[src/rtl/soft_jtag_tap_if.sv]
// Signal bundle for soft_jtag_tap: JTAG pins (except tck) plus two user DR endpoints.
// master: JTAG host / endpoint side (drives tms, tdi, userN_tdo).
// slave : the TAP controller (drives tdo, tdo_oe, tlr and all userN_* decode outputs).
interface soft_jtag_tap_if;
  logic tms;
  logic tdi;
  logic tdo;
  logic tdo_oe;
  logic tlr;

  logic user1_sel;
  logic user1_capture;
  logic user1_shift;
  logic user1_update;
  logic user1_drck;
  logic user1_tdi;
  logic user1_tdo;

  logic user2_sel;
  logic user2_capture;
  logic user2_shift;
  logic user2_update;
  logic user2_drck;
  logic user2_tdi;
  logic user2_tdo;

  modport master (
    output tms, tdi, user1_tdo, user2_tdo,
    input  tdo, tdo_oe, tlr,
    input  user1_sel, user1_capture, user1_shift, user1_update, user1_drck, user1_tdi,
    input  user2_sel, user2_capture, user2_shift, user2_update, user2_drck, user2_tdi
  );

  modport slave (
    input  tms, tdi, user1_tdo, user2_tdo,
    output tdo, tdo_oe, tlr,
    output user1_sel, user1_capture, user1_shift, user1_update, user1_drck, user1_tdi,
    output user2_sel, user2_capture, user2_shift, user2_update, user2_drck, user2_tdi
  );
endinterface

[src/rtl/soft_jtag_tap.sv]
// Fabric IEEE 1149.1 TAP controller with IDCODE, BYPASS and two user DR endpoints.
// Ports:
//   tck  - JTAG clock; state and shift registers on rising edge, IR/tdo/drck enables on falling
//   rst  - asynchronous active-high reset (TAP to TEST_LOGIC_RESET, IR to IDCODE)
//   jtag - soft_jtag_tap_if.slave: tms/tdi/tdo/tdo_oe/tlr and user1/user2 endpoint signals
module soft_jtag_tap #(
  parameter int unsigned        IR_LEN     = 6,
  parameter logic [31:0]        IDCODE_VAL = 32'h0000_0001,
  parameter logic [IR_LEN-1:0]  OP_IDCODE  = IR_LEN'('h09),
  parameter logic [IR_LEN-1:0]  OP_USER1   = IR_LEN'('h02),
  parameter logic [IR_LEN-1:0]  OP_USER2   = IR_LEN'('h03)
) (
  input  logic            tck,
  input  logic            rst,
  soft_jtag_tap_if.slave  jtag
);

  typedef enum logic [3:0] {
    StTlr, StRti,
    StSelDr, StCapDr, StShDr, StEx1Dr, StPaDr, StEx2Dr, StUpdDr,
    StSelIr, StCapIr, StShIr, StEx1Ir, StPaIr, StEx2Ir, StUpdIr
  } tap_state_e;

  tap_state_e        state_q, state_d;
  logic [IR_LEN-1:0] ir_shift_q, ir_shift_d;
  logic [IR_LEN-1:0] ir_q, ir_d;
  logic [31:0]       idcode_q, idcode_d;
  logic              bypass_q, bypass_d;
  logic              tdo_q, tdo_d;
  logic              tdo_oe_q, tdo_oe_d;
  logic              drck_en1_q, drck_en1_d;
  logic              drck_en2_q, drck_en2_d;

  logic sel1, sel2, sel_idcode, sel_bypass;
  logic in_cap_dr, in_sh_dr;

  assign sel1       = (ir_q == OP_USER1);
  assign sel2       = (ir_q == OP_USER2);
  assign sel_idcode = (ir_q == OP_IDCODE);
  assign sel_bypass = !(sel1 || sel2 || sel_idcode);
  assign in_cap_dr  = (state_q == StCapDr);
  assign in_sh_dr   = (state_q == StShDr);

  // TAP next-state per the 1149.1 TMS table
  always_comb begin
    state_d = state_q;
    unique case (state_q)
      StTlr:   state_d = jtag.tms ? StTlr   : StRti;
      StRti:   state_d = jtag.tms ? StSelDr : StRti;
      StSelDr: state_d = jtag.tms ? StSelIr : StCapDr;
      StCapDr: state_d = jtag.tms ? StEx1Dr : StShDr;
      StShDr:  state_d = jtag.tms ? StEx1Dr : StShDr;
      StEx1Dr: state_d = jtag.tms ? StUpdDr : StPaDr;
      StPaDr:  state_d = jtag.tms ? StEx2Dr : StPaDr;
      StEx2Dr: state_d = jtag.tms ? StUpdDr : StShDr;
      StUpdDr: state_d = jtag.tms ? StSelDr : StRti;
      StSelIr: state_d = jtag.tms ? StTlr   : StCapIr;
      StCapIr: state_d = jtag.tms ? StEx1Ir : StShIr;
      StShIr:  state_d = jtag.tms ? StEx1Ir : StShIr;
      StEx1Ir: state_d = jtag.tms ? StUpdIr : StPaIr;
      StPaIr:  state_d = jtag.tms ? StEx2Ir : StPaIr;
      StEx2Ir: state_d = jtag.tms ? StUpdIr : StShIr;
      StUpdIr: state_d = jtag.tms ? StSelDr : StRti;
      default: state_d = StTlr;
    endcase
  end

  // Rising-edge shift paths
  always_comb begin
    ir_shift_d = ir_shift_q;
    idcode_d   = idcode_q;
    bypass_d   = bypass_q;
    if (state_q == StCapIr) begin
      ir_shift_d = {{(IR_LEN-2){1'b0}}, 2'b01};
    end else if (state_q == StShIr) begin
      ir_shift_d = {jtag.tdi, ir_shift_q[IR_LEN-1:1]};
    end
    if (sel_idcode && in_cap_dr) begin
      idcode_d = IDCODE_VAL;
    end else if (sel_idcode && in_sh_dr) begin
      idcode_d = {jtag.tdi, idcode_q[31:1]};
    end
    if (sel_bypass && in_cap_dr) begin
      bypass_d = 1'b0;
    end else if (sel_bypass && in_sh_dr) begin
      bypass_d = jtag.tdi;
    end
  end

  always_ff @(posedge tck or posedge rst) begin
    if (rst) begin
      state_q    <= StTlr;
      ir_shift_q <= '0;
      idcode_q   <= '0;
      bypass_q   <= 1'b0;
    end else begin
      state_q    <= state_d;
      ir_shift_q <= ir_shift_d;
      idcode_q   <= idcode_d;
      bypass_q   <= bypass_d;
    end
  end

  // Falling-edge IR, tdo and drck enables
  always_comb begin
    ir_d       = ir_q;
    tdo_d      = 1'b0;
    tdo_oe_d   = 1'b0;
    drck_en1_d = sel1 && (in_cap_dr || in_sh_dr);
    drck_en2_d = sel2 && (in_cap_dr || in_sh_dr);
    if (state_q == StTlr) begin
      ir_d = OP_IDCODE;
    end else if (state_q == StUpdIr) begin
      ir_d = ir_shift_q;
    end
    if (state_q == StShIr) begin
      tdo_d    = ir_shift_q[0];
      tdo_oe_d = 1'b1;
    end else if (in_sh_dr) begin
      tdo_oe_d = 1'b1;
      if (sel1) begin
        tdo_d = jtag.user1_tdo;
      end else if (sel2) begin
        tdo_d = jtag.user2_tdo;
      end else if (sel_idcode) begin
        tdo_d = idcode_q[0];
      end else begin
        tdo_d = bypass_q;
      end
    end
  end

  always_ff @(negedge tck or posedge rst) begin
    if (rst) begin
      ir_q       <= OP_IDCODE;
      tdo_q      <= 1'b0;
      tdo_oe_q   <= 1'b0;
      drck_en1_q <= 1'b0;
      drck_en2_q <= 1'b0;
    end else begin
      ir_q       <= ir_d;
      tdo_q      <= tdo_d;
      tdo_oe_q   <= tdo_oe_d;
      drck_en1_q <= drck_en1_d;
      drck_en2_q <= drck_en2_d;
    end
  end

  assign jtag.tdo    = tdo_q;
  assign jtag.tdo_oe = tdo_oe_q;
  assign jtag.tlr    = (state_q == StTlr);

  // Capture/shift/update are BSCAN-style: not qualified by sel
  assign jtag.user1_sel     = sel1;
  assign jtag.user1_capture = in_cap_dr;
  assign jtag.user1_shift   = in_sh_dr;
  assign jtag.user1_update  = (state_q == StUpdDr);
  assign jtag.user1_tdi     = jtag.tdi;
  // Enable only changes while tck is low, so the AND cannot glitch
  assign jtag.user1_drck    = tck & drck_en1_q;

  assign jtag.user2_sel     = sel2;
  assign jtag.user2_capture = in_cap_dr;
  assign jtag.user2_shift   = in_sh_dr;
  assign jtag.user2_update  = (state_q == StUpdDr);
  assign jtag.user2_tdi     = jtag.tdi;
  assign jtag.user2_drck    = tck & drck_en2_q;

endmodule

[src/flat_wrapper.sv]
// flat-port wrapper written by rule: the top's interface ports become plain ports
module soft_jtag_tap_flat 
#(
  parameter int unsigned        IR_LEN     = 6,
  parameter logic [31:0]        IDCODE_VAL = 32'h0000_0001,
  parameter logic [IR_LEN-1:0]  OP_IDCODE  = IR_LEN'('h09),
  parameter logic [IR_LEN-1:0]  OP_USER1   = IR_LEN'('h02),
  parameter logic [IR_LEN-1:0]  OP_USER2   = IR_LEN'('h03)
)
  (tck, rst, jtag_tms, jtag_tdi, jtag_user1_tdo, jtag_user2_tdo, jtag_tdo, jtag_tdo_oe, jtag_tlr, jtag_user1_sel, jtag_user1_capture, jtag_user1_shift, jtag_user1_update, jtag_user1_drck, jtag_user1_tdi, jtag_user2_sel, jtag_user2_capture, jtag_user2_shift, jtag_user2_update, jtag_user2_drck, jtag_user2_tdi);
  soft_jtag_tap_if jtag_i ();
  input  logic tck;
  input  logic rst;
  input wire logic [$bits(jtag_i.tms)-1:0] jtag_tms;
  input wire logic [$bits(jtag_i.tdi)-1:0] jtag_tdi;
  input wire logic [$bits(jtag_i.user1_tdo)-1:0] jtag_user1_tdo;
  input wire logic [$bits(jtag_i.user2_tdo)-1:0] jtag_user2_tdo;
  output wire logic [$bits(jtag_i.tdo)-1:0] jtag_tdo;
  output wire logic [$bits(jtag_i.tdo_oe)-1:0] jtag_tdo_oe;
  output wire logic [$bits(jtag_i.tlr)-1:0] jtag_tlr;
  output wire logic [$bits(jtag_i.user1_sel)-1:0] jtag_user1_sel;
  output wire logic [$bits(jtag_i.user1_capture)-1:0] jtag_user1_capture;
  output wire logic [$bits(jtag_i.user1_shift)-1:0] jtag_user1_shift;
  output wire logic [$bits(jtag_i.user1_update)-1:0] jtag_user1_update;
  output wire logic [$bits(jtag_i.user1_drck)-1:0] jtag_user1_drck;
  output wire logic [$bits(jtag_i.user1_tdi)-1:0] jtag_user1_tdi;
  output wire logic [$bits(jtag_i.user2_sel)-1:0] jtag_user2_sel;
  output wire logic [$bits(jtag_i.user2_capture)-1:0] jtag_user2_capture;
  output wire logic [$bits(jtag_i.user2_shift)-1:0] jtag_user2_shift;
  output wire logic [$bits(jtag_i.user2_update)-1:0] jtag_user2_update;
  output wire logic [$bits(jtag_i.user2_drck)-1:0] jtag_user2_drck;
  output wire logic [$bits(jtag_i.user2_tdi)-1:0] jtag_user2_tdi;
  assign jtag_i.tms = jtag_tms;
  assign jtag_i.tdi = jtag_tdi;
  assign jtag_i.user1_tdo = jtag_user1_tdo;
  assign jtag_i.user2_tdo = jtag_user2_tdo;
  assign jtag_tdo = jtag_i.tdo;
  assign jtag_tdo_oe = jtag_i.tdo_oe;
  assign jtag_tlr = jtag_i.tlr;
  assign jtag_user1_sel = jtag_i.user1_sel;
  assign jtag_user1_capture = jtag_i.user1_capture;
  assign jtag_user1_shift = jtag_i.user1_shift;
  assign jtag_user1_update = jtag_i.user1_update;
  assign jtag_user1_drck = jtag_i.user1_drck;
  assign jtag_user1_tdi = jtag_i.user1_tdi;
  assign jtag_user2_sel = jtag_i.user2_sel;
  assign jtag_user2_capture = jtag_i.user2_capture;
  assign jtag_user2_shift = jtag_i.user2_shift;
  assign jtag_user2_update = jtag_i.user2_update;
  assign jtag_user2_drck = jtag_i.user2_drck;
  assign jtag_user2_tdi = jtag_i.user2_tdi;
  soft_jtag_tap #(.IR_LEN(IR_LEN), .IDCODE_VAL(IDCODE_VAL), .OP_IDCODE(OP_IDCODE), .OP_USER1(OP_USER1), .OP_USER2(OP_USER2)) u_core (.tck(tck), .rst(rst), .jtag(jtag_i));
endmodule
[config.mk]
export PLATFORM = sky130hd
export DESIGN_NAME = soft_jtag_tap_flat
export DESIGN_NICKNAME = d
export VERILOG_FILES = /design/src/rtl/soft_jtag_tap_if.sv /design/src/rtl/soft_jtag_tap.sv /design/src/flat_wrapper.sv
export SDC_FILE = /design/constraint.sdc
export NUM_CORES = 1
export LEC_CHECK = 0
export BUFFER_PORTS_ARGS = -buffer_cell sky130_fd_sc_hd__buf_4
export CAP_MARGIN = 20
export CORE_MARGIN = 1.5
export CORE_UTILIZATION = 50
export DETAILED_ROUTE_END_ITERATION = 10
export PLACE_DENSITY_LB_ADDON = 0.25
export SLEW_MARGIN = 20
export SYNTH_ARGS = -nofsm -noshare
export SYNTH_HDL_FRONTEND = slang
export SYNTH_SLANG_ARGS = --single-unit
[constraint.sdc]
create_clock -name tck -period 1.9 [get_ports tck]
set_input_delay 0.19 -clock tck [delete_from_list [all_inputs] [get_ports tck]]
set_output_delay 0.19 -clock tck [all_outputs]
set_load 0.05 [all_outputs]
* Word-level counts from Yosys, hierarchy flattened
Cells that the tools add are included.
Storage, ports and cells: register bits 53, latch bits 0, bits in writable memories 0, bits in read-only memories 0, input bits 6, output and inout bits 15, logic and storage cells 75, memories 0
Operators by class: add/sub/neg operators 0, $mul 0, divide/modulo/power cells 0, $lt $le $gt $ge 0, equal/unequal tests 18, shifts and indexed selects 0, multiplexer cells 28, bitwise gates (word level) 2, reduce and logical (&&, ||, !) cells 18
Operators by type and width (number):
- 32-bit 2-to-1 mux | 2
- 4-bit one-hot mux with 12 select lines | 1
- 4-bit == test (second input constant) | 8
- 6-bit 2-to-1 mux | 4
- 4-bit by 3-bit == test with 1-bit output (second input constant) | 4
- 4-bit 2-to-1 mux | 4
- 6-bit by 2-bit == test with 1-bit output (second input constant) | 2
- 1-bit 2-to-1 mux | 12
- 4-bit by 2-bit == test with 1-bit output (second input constant) | 2
- 2-bit nonzero test | 4
- 6-bit by 4-bit == test with 1-bit output (second input constant) | 1
- 1-bit logical AND | 6
- 2-bit 2-to-1 mux | 3
- 3-bit 2-to-1 mux | 2
- 4-bit by 1-bit == test with 1-bit output (second input constant) | 1
- 4-bit logical NOT | 1
- 2-bit OR reduction | 2
- 1-bit logical OR | 3
- 3-bit OR reduction | 1
- 1-bit bitwise AND | 2
- 1-bit logical NOT | 1

* Logic depth before layout (Yosys ltp)
Gate-level depths: netlist (run 1).
depth after elaboration 7, depth in mapped cells 7, depth with buffers taken out 5

==> results.cfg, run 1 <==
[critical_path]
arrival_ns = 2.57
crit_type = flip-flop to primary output
path_delay_family = simple AND/OR/NAND/NOR gates
crit_chain = nor3_4 -> and3b_2 -> and2_4 -> buf_12
crit_path_max_incr_delay_ns = 0.39
critPathMaxFanout = 3
cp_num_buf_inv = 1
slowest_stage = dfrtn_1
crit_required_ns = 1.71
startpoint = u_core.ir_q[2]$_DFFE_NP0P_
crit_path_end_kind = primary output
timing.rr.start = u_core.ir_q[0]$_DFFE_NP1P_
start_kind = flip-flop

[synth]
synthArstFlopShare = 1.00
seq_area_frac_synth = 0.528
yosysTopAreaCell = dfrtp_1
netlist_top_cells_count = nand2_1 (79), dfrtp_1 (43), o21ai_1 (32), o21ai_0 (16)
netlist-cell-type-count = 43
synthCells = 280
synth-seq-cells = 53
synth_area_leaders = dfrtp_1 (43%), nand2_1 (12%), dfrtn_1 (8.0%)
syn_area_mm2 = 0.00252
synth.avg_cell_area_um2 = 8.99
synth_top_area_share = 0.428
yosys_warnings = 0
yosysMostFrequentCell = nand2_1
synth_flop_cell = dfrtp_1
synth_edf_count = 0
syn_nets = 286

[route]
dr.max_layer_used = met4
drc = 0
ant_nets = 0
wl_per_cell_um = 21.4
wl_met2_um = 4470
routed-wl-met3_um = 617
totalWireLength_um = 8930
drt-vias-per-instance = 6.08
dr.pass1.iters = 4
drt_iter0_drc = 201
num_vias = 2542
drt-met1-wl_um = 3460

[cts]
postCtsHoldBufs = 0
insertion_delay_ns = 0.53
cts.clk_slew.worst_paths_ns = 0.10
cts_tree = yes

[pwr]
power.internal_w = 0.00414
sw_frac_of_total = 0.431
power_frac_comb = 0.618
leakage_nw = 1.81
switchingPower_w = 0.00313
p_total_w = 0.00727
power_density_mw_per_mm2 = 1800
p_seq_frac = 0.235
pwr-share-clk = 0.147
ir_drop_mv = 0.920

[timing]
fin_ws_ns = -0.863
slew_headroom = 0.754
clock_skew_ns = 0.117
finalSetupViolations = 57
slew_viol_final = 0
worstMarginPinSlew_ns = 0.368
rsz0062_at_grt = yes
hold_violations = 0

[layout]
final_nets = 355
layoutNonFillerInstCount = 418
drive_gt1_frac = 0.553
syn2layout_area_growth_pct = 60.5
diodes = 0
fillers = 198
postLayoutCoreUtil = 0.844

[die]
die-area_mm2 = 0.00547
start_util = 0.526
die_height_um = 73.9
core_mm2 = 0.00479
rows = 25
io_pins = 21
fp.dieW_um = 73.9

[place]
portBuffers = 20
placedCellCount = 372
gp_congestion = 0.836
hpwlAfterDp_um = 3440

[global_route]
grt_start_max_net_pins = 32
gr-total-overflow = 0
grt_pass1_wl_um = 11200
grt_pass1_vias = 2352
grt.total_usage = 0.284
antenna_found_initial = 0

[run_status]
failed_checks = negative setup slack
status = finished, violations left

[job]
drv_cap = 0

[hold_path]
hp-class = input port to asynchronous set/reset pin
[timing repair]
item | CTS | global route
resized for setup | 73 | 88
endpoints found under the hold margin | 0 | 0
gates cloned | 7 | 0
setup buffers | 14 | 13
setup endpoints to repair | 57 | 58
pin swaps | 16 | 19
[cell type report]
cell class,instances,area (um^2),area share
timing repair buffer,82,910,0.225
clock buffer,13,161,0.0400
inverter,5,27.5,0.00682
multi-input combinational,194,1480,0.366
clock inverter,4,43.8,0.0108
tap,67,83.8,0.0208
sequential,53,1330,0.330
[power by group through the flow]
stage          sequential, W  clock (W)  combinational (W)
4_1_cts              0.00163    0.00104            0.00365
2_1_floorplan        0.00162  0.0000109            0.00186
3_3_place_gp         0.00162  0.0000111            0.00236
5_1_grt              0.00172    0.00112            0.00471
6_report             0.00171    0.00107            0.00450
3_5_place_dp         0.00163  0.0000111            0.00240
[final timing paths]
kind,cells after the start,to,slack [ns]
max,4,jtag_user2_sel,-0.86
min,3,u_core.ir_shift_q[3]$_DFFE_PP0N_,0.02
max reg2reg,6,u_core.idcode_q[20]$_DFFE_PP0P_,-0.73
min reg2reg,2,u_core.idcode_q[26]$_DFFE_PP0P_,0.52
max in group asynchronous,2,u_core.ir_q[3]$_DFFE_NP1P_,1.03
min in group tck,3,u_core.ir_shift_q[5]$_DFFE_PP0N_,0.06
[registers in the layout, indices dropped and copies added, names as in the netlist]
name	count
u_core.jtag.tdo	1
u_core.drck_en1_q	1
u_core.bypass_q	1
u_core.drck_en2_q	1
u_core.state_q	4
u_core.ir_shift_q	6
u_core.jtag.tdo_oe	1
u_core.ir_q	6
u_core.idcode_q	32
[tightest hold or removal path: cells and delay by family]
kind,cells,cell delay [ns]
buffers and inverters,3,0.62
[cell families after synthesis]
| logic type | share of synthesized area |
|---|---|
| and+or+nand+nor | 0.209 |
| AOI/OAI and AO/OA | 0.180 |
| DFF | 0.528 |
| buffers and inverters | 0.0756 |
| xor gates and xnor gates | 0.00348 |
| muxes | 0.00398 |
[placed cells by master, fill, tap and decap left out, types with 3 or more instances in the layout]
master and instances:
and2_4 3, o22ai_1 4, nand2_1 46, buf_12 3
nor2_1 9, o21ai_1 9, buf_16 7, dfrtn_1 8
inv_4 3, nor2b_1 4, nor3_4 4, nand2_4 25
a21oi_2 5, dfrtp_1 40, nand2_2 7, and3b_2 3
o21ai_0 12, a21oi_1 4, nand3_1 3, buf_4 46
o21ai_2 25, clkbuf_8 9, dfrtp_2 3, buf_8 7
buf_6 21
[metal layers]
layer / vias up / global-route usage
met5: - / 0
met4: 0 / 0.193
met3: 42 / 0.0813
met2: 135 / 0.429
met1: 1274 / 0.354
li1: 1091 / -
[stage by stage]
stage / TNS (ns) / instance area [um^2] / hold slack (ns) / setup slack, ns
after global routing: -30.06 / 4040 / 0.0561 / -0.907
after floorplan: -16.33 / 2650 / 0.251 / -0.413
after global placement: -15.89 / 2910 / 0.464 / -0.401
final: -29.02 / 4040 / 0.0218 / -0.863
after detailed placement: -16.33 / 2910 / 0.475 / -0.437
after CTS: -23.23 / 3610 / 0.0314 / -0.793
Power figures use the tool's default switching activity.
==> run 2, diff against run 1 <==
--- a/config.mk
+++ b/config.mk
@@ -10,7 +10,7 @@
 export CORE_MARGIN = 1.5
 export CORE_UTILIZATION = 50
 export DETAILED_ROUTE_END_ITERATION = 10
-export PLACE_DENSITY_LB_ADDON = 0.25
+export PLACE_DENSITY = 0.69
 export SLEW_MARGIN = 20
 export SYNTH_ARGS = -nofsm -noshare
 export SYNTH_HDL_FRONTEND = slang
==> results.cfg, run 2 (same netlist as run 1, synthesis figures left out) <==
[run_status]
status = finished, violations left
failed_checks = negative setup slack

[die]
start_util = 0.526
fp.dieW_um = 73.9
rows = 25
die-area_mm2 = 0.00547
die_height_um = 73.9
core_mm2 = 0.00479
io_pins = 21

[global_route]
grt_start_max_net_pins = 65
gr-total-overflow = 0
grt.total_usage = 0.215
antenna_found_initial = 0
grt_pass1_wl_um = 8780
grt_pass1_vias = 1896

[pwr]
ir_drop_mv = 0.890
power_density_mw_per_mm2 = 1720
leakage_nw = 1.67

[critical_path]
crit_required_ns = 1.71
crit_chain = nor3_4 -> and3b_2 -> and2b_4 -> buf_8
crit_path_max_incr_delay_ns = 0.38
slowest_stage = dfrtn_1
crit_path_end_kind = primary output
path_delay_family = simple AND/OR/NAND/NOR gates
crit_type = flip-flop to primary output
ff2ff_path_depth = 7
cp_num_buf_inv = 1
arrival_ns = 2.55
ff2ff_setup_slack_ns = -0.68
critPathMaxFanout = 3
start_kind = flip-flop
cp_num_cells = 4

[place]
placed_area_mm2 = 0.00291
hpwlAfterDp_um = 3230
portBuffers = 20
gp_congestion = 0.807
place_worst_setup_slack_ns = -0.443

[layout]
layout_commonest_cell = nand2_1
largest_register_ffs = 32
final_cell_area_mm2 = 0.00367
final_nets = 347
drive_gt1_frac = 0.461
top_register = u_core.idcode_q
diodes = 0
final_cell_mix = nand2_1 (55), buf_4 (44), dfrtp_1 (41)
top_regs = u_core.idcode_q (32), u_core.ir_q (6), u_core.ir_shift_q (6)
syn2layout_area_growth_pct = 46.0

[timing]
slew_headroom = 0.728
clock_skew_ns = 0.0996
worstMarginPinSlew_ns = 0.407
rsz0062_at_grt = yes
finalSetupViolations = 55
slew_viol_final = 0
tns_ns = -26.03
hold_violations = 0
fin_ws_ns = -0.836

[job]
drv_cap = 0

[cts]
cts_tree = yes
cts.clk_slew.worst_paths_ns = 0.09
insertion_delay_ns = 0.51

[route]
drt_iter0_drc = 199
ant_nets = 0
wl_per_cell_um = 16.9
drt-vias-per-instance = 5.55
num_vias = 2274
dr.pass1.iters = 4
drc = 0
totalWireLength_um = 6930

[hold_path]
worst_hold_path.num_cells = 3
hp-class = input port to flip-flop
==> run 2: final cells by class <==
type,count,area [um^2]
Sequential cell,53,1330
Multi-Input combinational cell,194,1280
Fill cell,302,1110
Timing Repair Buffer,74,766
Clock buffer,13,161
Tap cell,67,83.8
Inverter,5,27.5
Clock inverter,4,20.0
==> run 2: power breakdown <==
part           total, W  switching (W)  internal, W
Clock          0.000906       0.000449     0.000456
Sequential      0.00165       0.000245      0.00141
Combinational   0.00374        0.00198      0.00176
Total           0.00630        0.00268      0.00362
==> run 2: metrics by stage <==
stage / util / hold WS, ns / power, W / cells
4_1_cts: 0.682 / 0.0608 / 0.00521 / 396
5_1_grt: 0.768 / 0.0832 / 0.00663 / 410
3_3_place_gp: 0.607 / 0.186 / 0.00398 / 372
3_5_place_dp: 0.607 / 0.190 / 0.00403 / 372
6_report: 0.768 / 0.0663 / 0.00630 / 410
2_1_floorplan: - / 0.251 / 0.00349 / 280
==> run 2: what timing repair did <==
action / CTS / global route
hold endpoints to repair: 3 / 0
buffers inserted: 9 / 8
pin swaps: 13 / 13
setup endpoints to repair: 57 / 58
cloned: 0 / 7
hold buffers: 1 / 0
resized for setup: 39 / 61
==> run 2: routing by layer <==
layer,routed length (um),global-route usage
met1,2880,0.295
met2,3410,0.314
met3,446,0.0515
met4,185,0.121
met5,0,0
==> run 2: worst reg2reg max path: stages, from the launching register on <==
cell and delay, ns:
dfstp_2 0.54, buf_6 0.09, and3b_2 0.20, o2111ai_4 0.12, buf_12 0.18, clkbuf_16 0.18
nand2_4 0.06, o21ai_1 0.07
==> run 2: final timing paths <==
check,startpoint,to
max,u_core.ir_q[4]$_DFFE_NP0P_,jtag_user1_sel
min,jtag_tdi,u_core.ir_shift_q[5]$_DFFE_PP0N_
max reg2reg,u_core.ir_q[3]$_DFFE_NP1P_,u_core.idcode_q[11]$_DFFE_PP0P_
min reg2reg,u_core.idcode_q[19]$_DFFE_PP0P_,u_core.idcode_q[19]$_DFFE_PP0P_
max in group asynchronous,rst,u_core.ir_q[3]$_DFFE_NP1P_
min in group asynchronous,rst,u_core.ir_shift_q[0]$_DFFE_PP0N_
==> run 3, diff against run 2 <==
--- a/config.mk
+++ b/config.mk
@@ -7,7 +7,7 @@
 export LEC_CHECK = 0
 export BUFFER_PORTS_ARGS = -buffer_cell sky130_fd_sc_hd__buf_4
 export CAP_MARGIN = 20
-export CORE_MARGIN = 1.5
+export CORE_MARGIN = 1
 export CORE_UTILIZATION = 50
 export DETAILED_ROUTE_END_ITERATION = 10
 export PLACE_DENSITY = 0.69
==> results.cfg, run 3 (same netlist as run 1, synthesis figures left out) <==
[critical_path]
critPathMaxFanout = 8
arrival_ns = 3.10
crit_required_ns = 2.24
crit_type = flip-flop to flip-flop
crit_path_end_kind = flip-flop
start_kind = flip-flop
ff2ff_setup_slack_ns = -0.86

[timing]
hold_violations = 0
fin_ws_ns = -0.864
finalSetupViolations = 55
tns_ns = -31.72
slew_viol_final = 0
fin_hold_ws_ns = 0.0702
slew_headroom = 0.509
rsz0062_at_grt = yes
clock_skew_ns = 0.111
worstMarginPinSlew_ns = 0.730

[layout]
diodes = 0
fillers = 223
postLayoutCoreUtil = 0.837
register_area_mm2 = 0.00133
final_nets = 355
top_regs = u_core.idcode_q (32), u_core.ir_q (6), u_core.ir_shift_q (6)
multiInputGateArea_mm2 = 0.00144
largest_register_ffs = 32
layout_commonest_cell = nand2_1
drive_gt1_frac = 0.536
syn2layout_area_growth_pct = 59.2
final_cell_mix = nand2_1 (50), dfrtp_1 (42), buf_4 (41)
layoutNonFillerInstCount = 418
top_register = u_core.idcode_q

[die]
die-area_mm2 = 0.00532
start_util = 0.526
core_mm2 = 0.00479
die_height_um = 72.9
fp.dieW_um = 72.9
rows = 25
io_pins = 21

[pwr]
ir_drop_mv = 1.18
leakage_nw = 1.79
power_density_mw_per_mm2 = 1900

[place]
placedCellCount = 372
place_worst_setup_slack_ns = -0.438
portBuffers = 20
gp_congestion = 0.816
hpwlAfterDp_um = 3330

[route]
totalWireLength_um = 9880
routed-wl-met3_um = 917
drt-vias-per-instance = 6.27
ant_nets = 0
num_vias = 2619
wl_per_cell_um = 23.6
drt_iter0_drc = 297
drt-met1-wl_um = 3560
drc = 0
dr.pass1.iters = 7
dr.max_layer_used = met5
wl_met2_um = 4680

[global_route]
grt_pass1_wl_um = 12400
grt.total_usage = 0.331
grt_pass1_vias = 2374
grt_start_max_net_pins = 32
antenna_found_initial = 0
gr-total-overflow = 0

[cts]
cts_tree = yes
cts.clk_slew.worst_paths_ns = 0.11
insertion_delay_ns = 0.52

[hold_path]
hp-class = input port to flip-flop

[run_status]
failed_checks = negative setup slack
status = finished, violations left

[job]
drv_cap = 0
run 3: changes by cell type in the layout (fill, tap and decap cells not counted), moves of 4 or more:
cell / before / now
o21ai_1: 23 / 7
o21ai_2: 13 / 25
nand2_1: 55 / 50
buf_6: 16 / 24
buf_16: 0 / 6
clkbuf_16: 4 / 0
nand2_2: 11 / 15
o21ai_4: 0 / 4
run 3: worst max-delay path, cell delays in order (launching register included):
cell and delay (ns):
dfstp_2 0.53, buf_6 0.09, and3b_2 0.24, o2111ai_4 0.19, buf_12 0.22, buf_16 0.15
o21ai_1 0.22
run 3: what timing repair did:
action,in CTS,in global routing
setup buffers,17,12
gates resized for setup,76,79
hold buffers,1,0
endpoints found under the setup margin,55,58
endpoints found under the hold margin,3,0
cloned,7,0
pin swaps,16,24
run 3: power by group:
group	switching [W]	leakage [nW]	internal, W
Clock	0.000487	0.119	0.000591
Combinational	0.00255	0.962	0.00230
Sequential	0.000279	0.712	0.00140
run 3: per-layer routing:
layer,vias to the layer above,global-route usage
li1,1081,-
met4,2,0.246
met5,-,0
met3,60,0.101
met1,1293,0.397
met2,183,0.502
run 3: worst paths after layout:
| path | from | end | depth (start not counted) |
|---|---|---|---|
| min | jtag_tdi | u_core.ir_shift_q[5]$_DFFE_PP0N_ | 3 |
| min reg2reg | u_core.idcode_q[19]$_DFFE_PP0P_ | u_core.idcode_q[19]$_DFFE_PP0P_ | 2 |
| max reg2reg | u_core.ir_q[3]$_DFFE_NP1P_ | u_core.idcode_q[4]$_DFFE_PP0P_ | 6 |
| max | u_core.ir_q[3]$_DFFE_NP1P_ | u_core.idcode_q[4]$_DFFE_PP0P_ | 6 |
| max in group asynchronous | rst | u_core.ir_q[3]$_DFFE_NP1P_ | 3 |
| min in group asynchronous | rst | u_core.ir_shift_q[0]$_DFFE_PP0N_ | 3 |
run 3: layout make-up:
cell class,count,share of cell area
repair buffers,82,0.228
multi-input cells,194,0.360
flip-flops and latches,53,0.332
clock buffers,13,0.0403
clock inverters,4,0.0116
well taps,67,0.0209
inverters,5,0.00687
run 3: metrics by stage:
stage,instance area [um^2],power (W)
after floorplan,2650,0.00349
after global placement,2910,0.00398
after detailed placement,2910,0.00404
after CTS,3650,0.00648
after global routing,4010,0.00792
final,4010,0.00761
